[config.mk]
export PLATFORM = sky130hd
export DESIGN_NAME = fetch_sequencer_flat
export DESIGN_NICKNAME = d
export VERILOG_FILES = /design/src/rtl/fetch_pkg.sv /design/src/rtl/fetch_sequencer_if.sv /design/src/rtl/fetch_next_pc.sv /design/src/rtl/fetch_sequencer.sv /design/src/flat_wrapper.sv
export SDC_FILE = /design/constraint.sdc
export NUM_CORES = 1
export LEC_CHECK = 0
export BUFFER_PORTS_ARGS = -buffer_cell sky130_fd_sc_hd__clkbuf_2
export CAP_MARGIN = 5
export CORE_ASPECT_RATIO = 0.75
export CORE_MARGIN = 2
export CORE_UTILIZATION = 50
export DETAILED_ROUTE_END_ITERATION = 16
export GPL_TIMING_DRIVEN = 0
export PLACE_DENSITY = 0.88
export SLEW_MARGIN = 20
export SYNTH_ARGS = -nofsm -noshare
export SYNTH_HDL_FRONTEND = slang
export SYNTH_SLANG_ARGS = --single-unit
[constraint.sdc]
create_clock -name Clk -period 6.9 [get_ports Clk]
set_clock_uncertainty 0.05 [all_clocks]
set_input_delay 1.38 -clock Clk [delete_from_list [all_inputs] [get_ports Clk]]
set_output_delay 1.38 -clock Clk [all_outputs]
set_load 0.05 [all_outputs]
[src/rtl/fetch_pkg.sv]
// Shared types and defaults for the instruction fetch sequencer.
package fetch_pkg;

    localparam int unsigned FETCH_ADDR_W      = 32;
    localparam int unsigned FETCH_DATA_W      = 32;
    localparam int unsigned FETCH_INSTR_BYTES = 4;
    localparam logic [31:0] FETCH_RESET_VECTOR = 32'h0000_0000;

    typedef enum logic [2:0] {
        S_IDLE  = 3'd0,
        S_REQ   = 3'd1,
        S_FULL  = 3'd2,
        S_DROP  = 3'd3,
        S_FAULT = 3'd4
    } fetch_state_e;

endpackage

[src/rtl/fetch_sequencer_if.sv]
// Instruction-memory request/response and decode valid/ready bundle.
interface fetch_sequencer_if
    import fetch_pkg::*;
#(
    parameter int unsigned ADDR_W = FETCH_ADDR_W,
    parameter int unsigned DATA_W = FETCH_DATA_W
);
    logic              MemReq;
    logic [ADDR_W-1:0] MemAddr;
    logic              MemAck;
    logic [DATA_W-1:0] MemRdata;
    logic              InstrValid;
    logic [DATA_W-1:0] Instruction;
    logic [ADDR_W-1:0] InstrPC;
    logic              DecodeReady;

    modport master (
        output MemReq, MemAddr, InstrValid, Instruction, InstrPC,
        input  MemAck, MemRdata, DecodeReady
    );

    modport slave (
        input  MemReq, MemAddr, InstrValid, Instruction, InstrPC,
        output MemAck, MemRdata, DecodeReady
    );
endinterface

[src/rtl/fetch_next_pc.sv]
// Next-PC mux: reset vector, branch redirect, sequential advance, or hold.
module fetch_next_pc
    import fetch_pkg::*;
#(
    parameter int unsigned       ADDR_W       = FETCH_ADDR_W,
    parameter int unsigned       INSTR_BYTES  = FETCH_INSTR_BYTES,
    parameter logic [ADDR_W-1:0] RESET_VECTOR = ADDR_W'(FETCH_RESET_VECTOR)
) (
    input  logic              Reset,
    input  logic              BranchTaken,
    input  logic [ADDR_W-1:0] BranchTarget,
    input  logic [ADDR_W-1:0] PCResult,
    input  logic              Advance,
    output logic [ADDR_W-1:0] Address
);

    // Increment wraps naturally at 2^ADDR_W.
    always_comb begin
        Address = PCResult;
        if (!Reset) begin
            Address = RESET_VECTOR;
        end else if (BranchTaken) begin
            Address = BranchTarget;
        end else if (Advance) begin
            Address = PCResult + ADDR_W'(INSTR_BYTES);
        end
    end

endmodule

[src/rtl/fetch_sequencer.sv]
// Fetch FSM: one outstanding instruction-memory read, delivers words to decode.
// Optional misaligned-fetch trap enabled by FETCH_MISALIGN_TRAP_EN.
module fetch_sequencer
    import fetch_pkg::*;
#(
    parameter int unsigned       ADDR_W       = FETCH_ADDR_W,
    parameter int unsigned       DATA_W       = FETCH_DATA_W,
    parameter int unsigned       INSTR_BYTES  = FETCH_INSTR_BYTES,
    parameter logic [ADDR_W-1:0] RESET_VECTOR = ADDR_W'(FETCH_RESET_VECTOR)
) (
    input  logic              Clk,
    input  logic              Reset,
    input  logic [ADDR_W-1:0] PCResult,
    output logic [ADDR_W-1:0] Address,
    input  logic              BranchTaken,
    input  logic [ADDR_W-1:0] BranchTarget,
    fetch_sequencer_if.master bus
`ifdef FETCH_MISALIGN_TRAP_EN
    ,
    output logic              FetchFault
`endif
);

    fetch_state_e      state;
    logic              mem_req_q;
    logic [ADDR_W-1:0] mem_addr_q;
    logic              instr_valid_q;
    logic [DATA_W-1:0] instr_q;
    logic [ADDR_W-1:0] instr_pc_q;
    logic              advance_c;
    logic              enter_req_c;
    logic              misalign_c;

    assign advance_c = (state == S_REQ) && bus.MemAck;

    fetch_next_pc #(
        .ADDR_W       (ADDR_W),
        .INSTR_BYTES  (INSTR_BYTES),
        .RESET_VECTOR (RESET_VECTOR)
    ) u_next_pc (
        .Reset        (Reset),
        .BranchTaken  (BranchTaken),
        .BranchTarget (BranchTarget),
        .PCResult     (PCResult),
        .Advance      (advance_c),
        .Address      (Address)
    );

    // Conditions under which a fresh request is launched at Address.
    always_comb begin
        enter_req_c = 1'b0;
        case (state)
            S_IDLE:  enter_req_c = 1'b1;
            S_REQ:   enter_req_c = bus.MemAck && BranchTaken;
            S_FULL:  enter_req_c = BranchTaken || bus.DecodeReady;
            S_DROP:  enter_req_c = bus.MemAck;
            S_FAULT: enter_req_c = BranchTaken;
            default: enter_req_c = 1'b0;
        endcase
    end

`ifdef FETCH_MISALIGN_TRAP_EN
    logic fault_q;
    assign misalign_c = |Address[1:0];
    assign FetchFault = fault_q;

    always_ff @(posedge Clk) begin
        if (!Reset) begin
            fault_q <= 1'b0;
        end else if (enter_req_c) begin
            fault_q <= misalign_c;
        end
    end
`else
    assign misalign_c = 1'b0;
`endif

    always_ff @(posedge Clk) begin
        if (!Reset) begin
            state         <= S_IDLE;
            mem_req_q     <= 1'b0;
            mem_addr_q    <= '0;
            instr_valid_q <= 1'b0;
            instr_q       <= '0;
            instr_pc_q    <= '0;
        end else if (enter_req_c) begin
            instr_valid_q <= 1'b0;
            if (misalign_c) begin
                state     <= S_FAULT;
                mem_req_q <= 1'b0;
            end else begin
                state      <= S_REQ;
                mem_req_q  <= 1'b1;
                mem_addr_q <= Address;
            end
        end else if (state == S_REQ) begin
            if (bus.MemAck) begin
                state         <= S_FULL;
                mem_req_q     <= 1'b0;
                instr_valid_q <= 1'b1;
                instr_q       <= bus.MemRdata;
                instr_pc_q    <= mem_addr_q;
            end else if (BranchTaken) begin
                // Request stays on the bus; its response will be discarded.
                state <= S_DROP;
            end
        end
    end

    assign bus.MemReq      = mem_req_q;
    assign bus.MemAddr     = mem_addr_q;
    assign bus.InstrValid  = instr_valid_q;
    assign bus.Instruction = instr_q;
    assign bus.InstrPC     = instr_pc_q;

endmodule

[src/flat_wrapper.sv]
// flat-port wrapper written by rule: the top's interface ports become plain ports
module fetch_sequencer_flat import fetch_pkg::*;
#(
    parameter int unsigned       ADDR_W       = FETCH_ADDR_W,
    parameter int unsigned       DATA_W       = FETCH_DATA_W,
    parameter int unsigned       INSTR_BYTES  = FETCH_INSTR_BYTES,
    parameter logic [ADDR_W-1:0] RESET_VECTOR = ADDR_W'(FETCH_RESET_VECTOR)
)
  (Clk, Reset, PCResult, Address, BranchTaken, BranchTarget, bus_MemReq, bus_MemAddr, bus_InstrValid, bus_Instruction, bus_InstrPC, bus_MemAck, bus_MemRdata, bus_DecodeReady);
  fetch_sequencer_if #(.ADDR_W(ADDR_W), .DATA_W(DATA_W)) bus_i ();
  input  logic Clk;
  input  logic Reset;
  input  logic [ADDR_W-1:0] PCResult;
  output logic [ADDR_W-1:0] Address;
  input  logic BranchTaken;
  input  logic [ADDR_W-1:0] BranchTarget;
  output wire logic [$bits(bus_i.MemReq)-1:0] bus_MemReq;
  output wire logic [$bits(bus_i.MemAddr)-1:0] bus_MemAddr;
  output wire logic [$bits(bus_i.InstrValid)-1:0] bus_InstrValid;
  output wire logic [$bits(bus_i.Instruction)-1:0] bus_Instruction;
  output wire logic [$bits(bus_i.InstrPC)-1:0] bus_InstrPC;
  input wire logic [$bits(bus_i.MemAck)-1:0] bus_MemAck;
  input wire logic [$bits(bus_i.MemRdata)-1:0] bus_MemRdata;
  input wire logic [$bits(bus_i.DecodeReady)-1:0] bus_DecodeReady;
  assign bus_MemReq = bus_i.MemReq;
  assign bus_MemAddr = bus_i.MemAddr;
  assign bus_InstrValid = bus_i.InstrValid;
  assign bus_Instruction = bus_i.Instruction;
  assign bus_InstrPC = bus_i.InstrPC;
  assign bus_i.MemAck = bus_MemAck;
  assign bus_i.MemRdata = bus_MemRdata;
  assign bus_i.DecodeReady = bus_DecodeReady;
  fetch_sequencer #(.ADDR_W(ADDR_W), .DATA_W(DATA_W), .INSTR_BYTES(INSTR_BYTES), .RESET_VECTOR(RESET_VECTOR)) u_core (.Clk(Clk), .Reset(Reset), .PCResult(PCResult), .Address(Address), .BranchTaken(BranchTaken), .BranchTarget(BranchTarget), .bus(bus_i));
endmodule
**After elaboration in Yosys (flattened, before gate mapping)**

Cells that the tools add are included.

- Bits of input ports: 101
- Word-level logic and storage cells: 39
- Flip-flop bits (word level): 101
- Output and inout port bits: 130

- Eq/ne operators: 4
- Add/subtract/negate cells: 1
- Mux-type cells: 11
- Bitwise gates (word level): 2
- Reductions and logical operators: 14

Operators with widths:

| kind | number |
|---|---|
| $mux 32 | 3 |
| $add 32x3->32 const B | 1 |
| $reduce_and 2->1 | 4 |
| $eq 3x2->1 const B | 2 |
| $mux 3 | 2 |
| $reduce_bool 2->1 | 3 |
| $mux 1 | 5 |
| $pmux 1 s5 | 1 |
| $eq 3x1->1 const B | 1 |
| $eq 3x3->1 const B | 1 |
| $logic_not 3->1 | 1 |
| $reduce_and 3->1 | 1 |
| $reduce_bool 3->1 | 1 |
| $logic_and 1x1->1 | 2 |
| $not 1->1 | 2 |
| $reduce_or 2->1 | 1 |
| $logic_or 1x1->1 | 1 |

**Depth between registers and ports, before layout**

Gate-level depths: netlist (run 1).

- Depth in word-level cells: 5
- Depth in mapped cells: 8
- Mapped depth without buffers: 6

**Modules after synthesis**

From an unflattened synthesis (run 1), not the netlist that was laid out.

- Cell total of the unflattened synthesis: 628
- Area total of the unflattened synthesis: 5038.6 sq um

By module, submodules not included:

| module | area each (sq um) | sequential area each (sq um) | instances | cells each |
|---|---|---|---|---|
| fetch_sequencer | 3811.2 | 2001.9 | 1 | 438 |
| fetch_next_pc | 1227.4 | 0.0 | 1 | 190 |

**Worst setup path after synthesis (run 1)**

Ideal clock, no wire load.

- Kind: input-to-output
- From: input PCResult[2]
- To: output Address[26]
- Arrival time: 3.356 ns
- Cell stages on the path: 7
- Buffers on the path: 1
- Slack: 2.114 ns
- Required time: 5.470 ns
- Cell sequence: ha_1 nand4b_1 or4_1 buf_2 nor3_4 xnor2_1 a21oi_1

- Word-level cells in the longest chain between the ends: 4

RTL lines:

| element | line | text |
|---|---|---|
| start, declared | flat_wrapper.sv:13 | `input logic [ADDR_W-1:0] PCResult;` |
| $add 32x3->32 | fetch_next_pc.sv:25 | `Address = PCResult + ADDR_W'(INSTR_BYTES);` |
| $mux 32 | fetch_next_pc.sv:24 | `end else if (Advance) begin` |
| $mux 32 | fetch_next_pc.sv:22 | `end else if (BranchTaken) begin` |
| $mux 32 | fetch_next_pc.sv:20 | `if (!Reset) begin` |
| end, declared | flat_wrapper.sv:14 | `output logic [ADDR_W-1:0] Address;` |

Every way passes these cells.

**Worst setup path in the final report (run 1)**

- From: input PCResult[2]
- To: output Address[20]

The elaborated chain is that of the path after synthesis.

==> impl_metrics.env, run 1 <==
export IMPL_run_status="complete, no violations"
export IMPL_drt_wirelength_per_cell_um=17.3
export IMPL_power_leakage_nw=2.89
export IMPL_grt_overflow_total=0
export IMPL_clk_path_buf_depth=2
export IMPL_floorplan_die_area_mm2=0.0103
export IMPL_stdcell_count=982
export IMPL_power_clock_fraction=0.349
export IMPL_yosysSeqAreaShare=0.423
export IMPL_maximum_number_of_pins_on_one_net_before_global_route_repair=19
export IMPL_n_antenna_cell=0
export IMPL_power_net_switching_mw=0.546
export IMPL_period_share=0.740
export IMPL_cts_sink_count=100
export IMPL_share_comb_of_total_power=0.243
export IMPL_drt_first_iter_violations=744
export IMPL_timing_critical_path_to_type="output pin"
export IMPL_placed_instances=966
export IMPL_clk_pin_slew_ns=0.07
export IMPL_cts_hold_buf=0
export IMPL_core_region_area_mm2=0.00912
export IMPL_detailroute_via_count=5497
export IMPL_grt_use_total=0.322
export IMPL_die_width_um=116
export IMPL_crit_path_max_fanout=8
export IMPL_max_slew_worst_pin_slew_ns=0.817
export IMPL_dpl_wire_length_mm=13.0
export IMPL_timing_max_transition_violations_final=0
export IMPL_grt_setup_unrepaired="false"
export IMPL_hold_ws_ns=0.403
export IMPL_cts_resized_gates=0
export IMPL_placement_rows=30
export IMPL_crit_path_kind="input pin to output pin"
export IMPL_period_minus_slack_ns=5.11
export IMPL_die_h_um=88.3
export IMPL_power_frac_seq=0.407
export IMPL_yosys_warnings=0
export IMPL_global_route_wire_length_before_repair_mm=24.9
export IMPL_worst_skew_pair_later_pin_latency_ns=0.35
export IMPL_worst_endpoint_required_ns=5.47
export IMPL_nNetsFinal=951
export IMPL_hold_path_class="register to register"
export IMPL_totalWireLength_mm=17.0
export IMPL_tritoncts_num_buffers=9
export IMPL_synth_top_area_share=0.423
export IMPL_upper_clock_frequency_limit_mhz=196
export IMPL_finalSetupViolCount=0
export IMPL_setup_tns_ns=0
export IMPL_final_hold_violation_count=0
export IMPL_antenna_violating_nets_post_route=0
export IMPL_drt_pass1_iter_count=5
export IMPL_internal_pwr_total_mw=1.00
export IMPL_syn_cell_area_mm2=0.00473
export IMPL_cts_repair_timing_setup_buffer_count=0
export IMPL_numPortBuffers=227
export IMPL_post_synth_top_area_cell="dfxtp_1"
export IMPL_cts_htree_levels=3
export IMPL_drt_drc_violations_left=0
export IMPL_power_density_mw_per_mm2=244
export IMPL_pin_count=231
export IMPL_power_switching_share=0.353
export IMPL_vdd_drop_max_mv=0.132
export IMPL_root_buffer="clkbuf_16"
export IMPL_synth_lib_cells_used_distinct=54
export IMPL_cap_viol_max_count=0
export IMPL_syn_area_per_cell_um2=7.75
export IMPL_area_growth_synth_to_final_pct=34.2
export IMPL_number_of_nets_in_the_synthesized_netlist=713
export IMPL_timing_critical_path_arrival_ns=3.68
export IMPL_antenna_violations_before_repair=0
export IMPL_post_synth_inst_count=611
export IMPL_postLayoutCoreUtil=0.696
export IMPL_drt_vias_per_instance=5.60
export IMPL_total_power_of_the_final_layout_mw=1.55
export IMPL_num_fill_cells=790
export IMPL_number_of_storage_elements_in_the_synthesis_netlist=100
export IMPL_gp_congestion=0.959
export IMPL_via_count_of_the_first_global_routing_pass=4879
export IMPL_fraction_of_layout_instances_using_a_drive_strength_above_1=0.314
export IMPL_max_slew_margin=0.454
export IMPL_timing_critical_path_from_type="input pin"
export IMPL_initial_utilization=0.519
export IMPL_post_synth_main_area_contributors="dfxtp_1 (42%), nand2_1 (11%), a21oi_1 (8.7%), nand3_1 (3.1%), o21ai_0 (3.1%)"
export IMPL_cts_tree="built"
-- final timing paths --
path	from	cells after the start	slack, ns	to
min reg2reg	u_core.bus.Instruction[10]	2	0.40	u_core.bus.Instruction[10]
min	u_core.bus.Instruction[10]	2	0.40	u_core.bus.Instruction[10]
max reg2reg	u_core.state[1]	5	4.54	u_core.bus.MemAddr[20]
max	PCResult[2]	8	1.79	Address[20]
-- area by class of cell --
| type | instances | area (um2) | area share |
|---|---|---|---|
| repair buffers | 227 | 1140 | 0.179 |
| flip-flops and latches | 100 | 2000 | 0.315 |
| clock buffers | 10 | 239 | 0.0376 |
| multi-input cells | 462 | 2500 | 0.394 |
| clock inverters | 6 | 82.6 | 0.0130 |
| well taps | 128 | 160 | 0.0252 |
| inverters | 3 | 11.3 | 0.00177 |
| plain buffers | 46 | 215 | 0.0339 |
-- power groups by stage --
| stage | sequential [mW] | clock, mW | combinational [mW] |
|---|---|---|---|
| floorplan | 0.738 | 0 | 0.155 |
| global placement | 0.641 | 0 | 0.367 |
| detailed placement | 0.642 | 0 | 0.371 |
| CTS | 0.629 | 0.540 | 0.373 |
| global route | 0.632 | 0.566 | 0.398 |
| finish | 0.630 | 0.541 | 0.377 |
-- cells by family after synthesis --
| family | Yosys count | synth area share |
|---|---|---|
| muxes | 12 | 0.0259 |
| adders and majority gates | 1 | 0.00264 |
| buffers and inverters | 49 | 0.0478 |
| xor gates and xnor gates | 14 | 0.0259 |
| DFF | 100 | 0.423 |
| and+or+nand+nor | 279 | 0.282 |
| AOI/OAI and AO/OA | 156 | 0.193 |
-- state kept, by name, summed over array words and instances (netlist names) --
register / cells
u_core.bus.InstrPC: 32
u_core.state: 2
u_core.bus.MemReq: 1
u_core.bus.MemAddr: 32
u_core.bus.Instruction: 32
u_core.bus.InstrValid: 1
-- critical path: stages --
cell and delay (ns):
clkbuf_2 0.15, ha_1 0.26, nand4b_1 0.25, nor4_4 0.48, nand2b_1 0.11, a221oi_1 0.69, nor2_1 0.09, clkbuf_2 0.27
-- cells in the mapped netlist (all sizes together) --
library cell,n
xnor2,9
o211ai,3
and3,12
inv,3
a21boi,1
nand4,15
nor4b,1
nor2b,10
nand4b,2
a221oi,2
nand3b,1
o21a,3
nor2,35
nor3,11
or4,2
a22oi,1
a21oi,83
dfxtp,100
nor4,4
o31ai,6
nand2b,6
xor2,5
mux2,2
mux2i,10
and4,4
a211oi,4
and2,2
a31o,2
and3b,1
o211a,2
a32o,3
nand2,144
a311oi,1
clkbuf,36
a21o,10
o21ai,29
ha,1
buf,10
a31oi,5
nand3,29
o2111ai,1
-- metrics by stage --
step                      instance area (um2)  worst slack, ns
final                                    6350             1.79
after global routing                     6350             1.63
after CTS                                6350             1.91
after detailed placement                 6030             1.91
after global placement                   6030             1.94
after floorplan                          4730             2.11
-- per-layer routing --
layer,track usage,up-vias,wire [um]
li1,-,2617,-
met3,0.104,49,1970
met1,0.427,2490,7040
met5,0,-,0
met4,0.119,0,465
met2,0.496,341,7500
-- layout by cell type (no fill, tap or decap), types with 4 or more instances in the layout --
master and instances:
a211oi_1 4, a21o_1 10, a21oi_1 82, a31oi_1 5, and3_1 11, and4_1 4, buf_1 4, buf_2 5
clkbuf_1 31, clkbuf_16 9, clkbuf_2 228, dfxtp_1 100, mux2i_1 10, nand2_1 144, nand2b_1 6, nand3_1 29
nand4_1 14, nor2_1 35, nor2b_1 10, nor3_1 10, o21ai_0 29, o31ai_1 6, xnor2_1 9, xor2_1 5
No activity file was read; power rests on OpenSTA's default activity.
==> run 2, diff against run 1 <==
- CORE_UTILIZATION: 50 -> 42
- PLACE_DENSITY: 0.88 -> 0.79
- clock period: 6.9 -> 4.6 ns (I/O delays scaled with it)
==> run 2 against run 1 <==
  * Sequential power rose by 51%
  * Highest routed layer unchanged
  * Combinational power rose by 49%
  * Register-to-register slack got worse by 2.3 ns
==> impl_metrics.env, run 2 (synthesis results as in run 1) <==
export IMPL_run_status="complete, no violations"
export IMPL_numPortBuffers=227
export IMPL_crit_path_max_fanout=10
export IMPL_dpl_wire_length_mm=13.2
export IMPL_vdd_drop_max_mv=0.211
export IMPL_cts_htree_levels=3
export IMPL_power_switching_share=0.341
export IMPL_timing_critical_path_from_type="input pin"
export IMPL_pin_count=231
export IMPL_drt_vias_per_instance=5.33
export IMPL_grt_overflow_total=0
export IMPL_cpLargestDelayFamily="buffers and inverters"
export IMPL_critical_path_max_stage_delay_ns=0.60
export IMPL_drt_drc_violations_left=0
export IMPL_max_slew_worst_pin_slew_ns=0.946
export IMPL_power_leakage_nw=2.90
export IMPL_internal_pwr_total_mw=1.55
export IMPL_share_comb_of_total_power=0.238
export IMPL_n_antenna_cell=0
export IMPL_final_cell_area_mm2=0.00638
export IMPL_period_minus_slack_ns=4.16
export IMPL_layout_cells_most_common_list="clkbuf_2 (228), nand2_1 (144), dfxtp_1 (100), a21oi_1 (82), nor2_1 (35)"
export IMPL_drt_first_iter_violations=403
export IMPL_cts_tree="built"
export IMPL_antenna_violations_before_repair=0
export IMPL_die_width_um=127
export IMPL_power_clock_fraction=0.359
export IMPL_global_route_wire_length_before_repair_mm=24.7
export IMPL_antenna_violating_nets_post_route=0
export IMPL_finalSetupViolCount=0
export IMPL_placement_rows=33
export IMPL_nNetsFinal=951
export IMPL_power_net_switching_mw=0.805
export IMPL_gp_congestion=0.900
export IMPL_detailroute_via_count=5298
export IMPL_cts_hold_buf=0
export IMPL_power_frac_seq=0.402
export IMPL_worstHoldPathCells=2
export IMPL_layout_commonest_cell="clkbuf_2"
export IMPL_upper_clock_frequency_limit_mhz=240
export IMPL_timing_critical_path_to_type="output pin"
export IMPL_worst_endpoint_required_ns=3.63
export IMPL_drt_wirelength_per_cell_um=16.9
export IMPL_power_density_mw_per_mm2=370
export IMPL_timing_critical_path_arrival_ns=3.19
export IMPL_grt_setup_unrepaired="false"
export IMPL_crit_path_kind="input pin to output pin"
export IMPL_critical_path_most_common_cell="clkbuf_1"
export IMPL_area_growth_synth_to_final_pct=34.7
export IMPL_worst_skew_pair_later_pin_latency_ns=0.34
export IMPL_post_dp_cell_area_mm2=0.00604
export IMPL_clk_path_buf_depth=2
export IMPL_cts_resized_gates=0
export IMPL_max_slew_margin=0.367
export IMPL_setup_tns_ns=0
export IMPL_cp_slowest_cell="clkbuf_1"
export IMPL_drt_pass1_iter_count=5
export IMPL_initial_utilization=0.433
export IMPL_period_share=0.905
export IMPL_cts_repair_timing_setup_buffer_count=0
export IMPL_core_region_area_mm2=0.0109
export IMPL_tritoncts_num_buffers=9
export IMPL_path_depth=6
export IMPL_via_count_of_the_first_global_routing_pass=4462
export IMPL_final_hold_violation_count=0
export IMPL_crit_path_cell_trace="clkbuf_1, buf_1, clkbuf_1, mux2i_1, nor2_1, clkbuf_2"
export IMPL_timing_max_transition_violations_final=0
export IMPL_hold_path_class="register to register"
export IMPL_clk_pin_slew_ns=0.07
export IMPL_grt_use_total=0.262
export IMPL_floorplan_die_area_mm2=0.0121
export IMPL_fraction_of_layout_instances_using_a_drive_strength_above_1=0.313
export IMPL_worst_r2r_cell_count=6
export IMPL_crit_buf_inv=4
export IMPL_totalWireLength_mm=16.8
export IMPL_cap_viol_max_count=0
export IMPL_cts_sink_count=100
export IMPL_root_buffer="clkbuf_16"
export IMPL_maximum_number_of_pins_on_one_net_before_global_route_repair=18
export IMPL_die_h_um=95.9
## run 2: cell count changes in the layout (fill, tap and decap cells not counted)
cell	previous run	this run
clkinv_8	1	0
clkinv_4	1	0
inv_6	1	2
clkinvlp_4	1	0
clkbuf_1	31	32
bufinv_16	1	2
## run 2: cell type report
| cell class | count | area, um2 |
|---|---|---|
| repair buffers | 227 | 1140 |
| plain buffers | 46 | 215 |
| flip-flops and latches | 100 | 2000 |
| clock inverters | 5 | 88.8 |
| clock buffers | 11 | 243 |
| multi-input cells | 462 | 2500 |
| fillers | 1075 | 4570 |
| well taps | 140 | 175 |
| inverters | 3 | 11.3 |
## run 2: per-layer routing
metal,vias to the layer above,track usage,wire [um]
li1,2613,-,-
met1,2407,0.394,7920
met2,256,0.380,7240
met3,22,0.0539,1360
met4,0,0.0668,255
met5,-,0,0
## run 2: worst paths after layout
| path | start | end | slack, ns |
|---|---|---|---|
| worst min register to register | u_core.bus.InstrPC[6] | u_core.bus.InstrPC[6] | 0.40 |
| worst max register to register | u_core.state[0] | u_core.bus.InstrPC[4] | 2.26 |
| worst min-delay path | u_core.bus.InstrPC[6] | u_core.bus.InstrPC[6] | 0.40 |
| worst max-delay path | BranchTaken | Address[0] | 0.44 |
## run 2: worst reg2reg max path, cell delays in order, from the launching register on
cell and delay (ns):
dfxtp_1 0.36, buf_2 0.22, nand3b_1 0.20, nor2_1 0.77
clkbuf_1 0.44, nand2_1 0.11, a21oi_1 0.12
## run 2: through the flow
stage | utilization | worst slack [ns] | cells | total power [mW] | hold slack [ns]
final | 0.583 | 0.437 | 994 | 2.36 | 0.404
after global routing | 0.583 | 0.300 | 994 | 2.43 | 0.419
after CTS | 0.583 | 0.482 | 994 | 2.35 | 0.406
after detailed placement | 0.552 | 0.474 | 978 | 1.52 | 0.396
after global placement | 0.552 | 0.520 | 978 | 1.52 | 0.393
after floorplan | - | 0.734 | 611 | 1.34 | 0.453
## run 2: power groups by stage
| stage | logic, mW | registers, mW | clock network [mW] |
|---|---|---|---|
| floorplan | 0.232 | 1.11 | 0 |
| global placement | 0.552 | 0.967 | 0 |
| detailed placement | 0.556 | 0.968 | 0 |
| CTS | 0.558 | 0.948 | 0.845 |
| global route | 0.594 | 0.954 | 0.879 |
| finish | 0.562 | 0.949 | 0.847 |
